<file path="config.mk">
export PLATFORM = sky130hd
export DESIGN_NAME = fusion_acc_ctrl
export DESIGN_NICKNAME = d
export VERILOG_FILES = /design/src/rtl/fusion_acc_ctrl.sv
export SDC_FILE = /design/constraint.sdc
export NUM_CORES = 1
export LEC_CHECK = 0
export BUFFER_PORTS_ARGS = -buffer_cell sky130_fd_sc_hd__buf_4
export CORE_ASPECT_RATIO = 1.4
export CORE_MARGIN = 2
export CORE_UTILIZATION = 41
export CTS_CLUSTER_DIAMETER = 200
export DETAILED_ROUTE_END_ITERATION = 16
export PLACE_DENSITY = 0.86
export SYNTH_ARGS = -nofsm -noshare
export SYNTH_HDL_FRONTEND = slang
export SYNTH_SLANG_ARGS = --single-unit
</file>
<file path="constraint.sdc">
create_clock -name clk -period 2 [get_ports clk]
set_clock_uncertainty 0.15 [all_clocks]
set_input_delay 0 -clock clk [delete_from_list [all_inputs] [get_ports clk]]
set_output_delay 0 -clock clk [all_outputs]
set_load 0.01 [all_outputs]
</file>
<file path="src/rtl/fusion_acc_ctrl.sv">
// ---------------------------------------------------------------------------
// fusion_acc_ctrl
//
// Sequencing controller for the Fusion Unit accumulator. A job of N partial
// sums is accepted on start. The controller clears the accumulator for one
// cycle and then feeds exactly N valid PE sums into it. Idle cycles are gated
// to zero. It then captures the accumulator total and offers it downstream on
// a valid/ready handshake.
//
// Ports
//   clk, reset    clock; synchronous active-high reset
//   start         job request, only looked at in IDLE
//   num_terms     job length N, latched when start is accepted
//   busy          high in every state except IDLE
//   pe_valid      PE array presents a partial sum this cycle
//   pe_ready      controller accepts a sum this cycle (ACCUM only)
//   pe_sum_in     signed partial sum from the PE array
//   acc_reset     accumulator reset (reset OR CLEAR), combinational
//   acc_pe_sum    accumulator input; the PE sum when a term is accepted, else 0
//   acc_total     accumulator running total
//   out_valid     out_data holds a finished result
//   out_ready     downstream accepts the result
//   out_data      registered final total
// ---------------------------------------------------------------------------
module fusion_acc_ctrl #(
    parameter int LEN_W = 8,
    parameter int SUM_W = 20,
    parameter int ACC_W = 28
) (
    input  logic             clk,
    input  logic             reset,
    input  logic             start,
    input  logic [LEN_W-1:0] num_terms,
    output logic             busy,
    input  logic             pe_valid,
    output logic             pe_ready,
    input  logic [SUM_W-1:0] pe_sum_in,
    output logic             acc_reset,
    output logic [SUM_W-1:0] acc_pe_sum,
    input  logic [ACC_W-1:0] acc_total,
    output logic             out_valid,
    input  logic             out_ready,
    output logic [ACC_W-1:0] out_data
);

    localparam logic [2:0] S_IDLE  = 3'd0;
    localparam logic [2:0] S_CLEAR = 3'd1;
    localparam logic [2:0] S_ACCUM = 3'd2;
    localparam logic [2:0] S_DRAIN = 3'd3;
    localparam logic [2:0] S_HOLD  = 3'd4;

    localparam logic [LEN_W-1:0] LEN_ZERO = '0;
    localparam logic [LEN_W-1:0] LEN_ONE  = LEN_W'(1);

    logic [2:0]       state;
    logic [2:0]       state_nx;
    logic [LEN_W-1:0] len_r;
    logic [LEN_W-1:0] cnt;
    logic [ACC_W-1:0] out_data_r;
    logic             term_acc;
    logic             last_term;

    // A term is consumed only in ACCUM on a valid cycle; bubbles cost nothing.
    assign term_acc  = (state == S_ACCUM) && pe_valid;
    // len_r is never 0 in ACCUM (CLEAR skips straight to DRAIN), so
    // len_r-1 cannot underflow here.
    assign last_term = term_acc && (cnt == (len_r - LEN_ONE));

    always_comb begin
        state_nx = state;
        case (state)
            S_IDLE:  if (start) state_nx = S_CLEAR;
            S_CLEAR: state_nx = (len_r == LEN_ZERO) ? S_DRAIN : S_ACCUM;
            S_ACCUM: if (last_term) state_nx = S_DRAIN;
            // Accumulator has absorbed the last term by now; capture it.
            S_DRAIN: state_nx = S_HOLD;
            S_HOLD:  if (out_ready) state_nx = S_IDLE;
            default: state_nx = S_IDLE;
        endcase
    end

    always_ff @(posedge clk) begin
        if (reset) begin
            state      <= S_IDLE;
            len_r      <= '0;
            cnt        <= '0;
            out_data_r <= '0;
        end else begin
            state <= state_nx;
            case (state)
                S_IDLE: begin
                    if (start) begin
                        len_r <= num_terms;
                        cnt   <= '0;
                    end
                end
                S_ACCUM: begin
                    if (term_acc) cnt <= cnt + LEN_ONE;
                end
                S_DRAIN: begin
                    out_data_r <= acc_total;
                end
                default: ;
            endcase
        end
    end

    // Outputs decode directly from the state register, so none of them has
    // a combinational path from an input except the accumulator feed.
    assign busy       = (state != S_IDLE);
    assign pe_ready   = (state == S_ACCUM);
    assign out_valid  = (state == S_HOLD);
    assign out_data   = out_data_r;

    // Reset mid-job must also wipe the accumulator, so it follows reset.
    assign acc_reset  = reset || (state == S_CLEAR);
    assign acc_pe_sum = term_acc ? pe_sum_in : '0;

endmodule

</file>
==> results.md <==
- Status: complete, but fails checks
- Failing checks: negative setup slack
- Clk pin slew, worst setup/hold paths: 0.09 ns
- Die Ht: 90.8 um
- Vias in the first global route: between 2000 and 3000
- CTS H-Tree Depth: 2
- PwrDens: 880 mW/mm2
- Pwr Total: 3230 uW
- Slowest cell delay on critical path: ~0.63 ns
- Drc violations: 0
- RD Place Congestion: 0.907
- Vias: 2684
- Die area: 0.00599 mm2
- CP max FO: 10
- Top post-synthesis cells by area: dfxtp_1 43%, nand2_1 13%, a21oi_1 8.9%
- Synth top area share: 0.427
- Relative max-transition margin: 0.705
- Crit-path cells: nor4b_4 > buf_6 > nand2_1 > a21oi_1 > dlygate4sd3_1
- Initial Utilization: 0.424
- Synth Register Bits: between 40 and 50
- CTS tree: built
- WL/cell: 16.4 um
- Largest net degree at the start of global routing: 43
- Fraction of registers with async set/reset: 0
- Initial DRT Pass Iterations: 5
- Worst EP arrival: approximately 2.2 ns
- Placed Instances: between 400 and 500
- Max clock buf depth: 2
- Synth-to-layout area growth: 66.7%
- Root buf cell: clkbuf_8
- Delay-heaviest family, CP: buffers and inverters
- Clock Sink Count: 47
- Final Non-Filler Cells: roughly 500
- Slowest CP cell: dlygate4sd3_1
- Placed Area: 0.00308 mm2
- Vias per cell: 5.43
- Max-cap check violation count: 0
- Crit path buf inv count: 2
- Input/output buffers: about 110
- Number of CTS-inserted buffers: 5
- Worst setup EP type: register
- Die X: 66.0 um
- Top post-synthesis cells by count: 75 x nand2_1, 47 x dfxtp_1, 39 x a21oi_1
- Seq/Total Area, Yosys: 0.427
- Row cnt: 31
- Top Ports: about 110
- GRT Util Overall: 0.239
- Critical Path RT: around 2.1 ns
- EDFF count, synth: 0
- Type of origin of the critical path: register
- Nets: about 490
- Clk Latency, worst-skew pair: 0.30 ns
- Final hold violations: 0
- Cell variety after synth: 41
- Final Slew Violations: 0
- # diodes: 0
- Ys flop type: dfxtp_1
- Area leader, netlist: dfxtp_1
- Tmin final: 2.07 ns
- Synth Net Count: 337
- Post-route cell area: 0.00367 mm2
- Starting DRC count in detailed routing: 144
- Max Clock Freq: roughly 480 MHz
- Grt total ovfl: 0
- Warnings from Yosys: 0
- Cells after synthesis: 274
- WS Path Type: register to register
- Slack of the critical path: -0.0657 ns
- Initial antenna violation count: 0
- Dpl hpwl: 4200 um
- Final Setup Violations: 1
- Hold WC Path Type: input pin to register
- VDD IR-drop max: around 0.67 mV
- Crit share post-route: 1.03
- Leak: between 0.0015 and 0.002 uW
- Post-Route WL: 8120 um
- Global-route wire length before repair: roughly 11000 um
- Synthesized area: ~0.0022 mm2
- Synth Area per Inst: 8.05 um2
- DRT antenna net count: 0
- Core area: about 0.0052 mm2
- Worst Max-Slew Pin Slew: 0.443 ns
- Share of layout cells above drive strength 1: 0.334
- Setup TNS: -0.0657 ns
- Most common cell in the synthesized netlist: nand2_1
==> worst paths after layout <==
kind         slack [ns]  cells past startpoint         start      endpoint
max               -0.07                      5      state[2]      len_r[7]
min                0.02                      4         start      state[0]
max reg2reg       -0.07                      5      state[2]      len_r[7]
min reg2reg        0.31                      2  out_data[11]  out_data[11]
==> layout by cell type (no fill, tap or decap), drive strengths merged, types with 2 or more instances in the layout <==
master / count
nor3: 4
nor3b: 3
and2: 20
nand2: 75
xnor2: 9
dlygate4sd3: 43
xor2: 9
nand4: 4
ha: 2
inv: 3
nand2b: 2
dfxtp: 47
buf: 124
and4bb: 2
clkbuf: 5
a21oi: 39
nand3b: 3
nand3: 2
nor4b: 3
nor2: 10
o21ai: 2
or2: 2
==> kinds of logic after synthesis <==
group | synth area share
AOI/OAI and AO/OA | 0.129
xor gates and xnor gates | 0.0715
adders and majority gates | 0.0113
buffers and inverters | 0.0488
DFF | 0.427
and+or+nand+nor | 0.313
==> repair_timing <==
action | in CTS | in global routing
buffers inserted | 0 | 5
gates resized for setup | 0 | 5
hold buffers | 43 | 0
endpoints found under the hold margin | 38 | 0
setup endpoints to repair | 0 | 4
==> layout make-up <==
class                   count  area (um2)
clock buffers               5        68.8
clock inverters             2        37.5
fillers                   342        1520
inverters                   3        11.3
multi-input cells         204        1160
flip-flops and latches     47         945
well taps                  66        82.6
repair buffers            167        1370
==> per-stage QoR <==
stage | util | hold WS [ns] | setup slack [ns]
floorplan | - | -0.0140 | 0.0959
global placement | 0.593 | 0.0963 | 0.172
detailed placement | 0.593 | 0.106 | 0.123
CTS | 0.697 | 0.0217 | 0.0336
global route | 0.707 | 0.0298 | -0.0930
finish | 0.707 | 0.0189 | -0.0657
==> layer usage <==
layer	global-route usage	part of all wire	vias to the layer above
met5	0	0	-
li1	-	-	1207
met1	0.253	0.33	1252
met3	0.0736	0.11	37
met2	0.428	0.51	188
met4	0.0969	0.055	0
==> registers in the layout (all words and copies together) (netlist names) <==
name and count:
out_data 28, cnt 8, state 3, len_r 8
==> where the power goes <==
part / total, uW / leakage [uW] / internal (uW) / switching, uW
clock: 693 / 0.0000502 / 366 / 328
combinational: 1350 / 0.00118 / 694 / 658
sequential: 1190 / 0.000382 / 1050 / 135
total: 3230 / 0.00161 / 2110 / 1120
==> worst min-delay path, cell delays in order <==
cell	delay, ns
buf_4	0.13
nor3_1	0.13
a2111o_1	0.14
a221oi_2	0.03
Note: power is estimated with default switching activity, not from simulation.
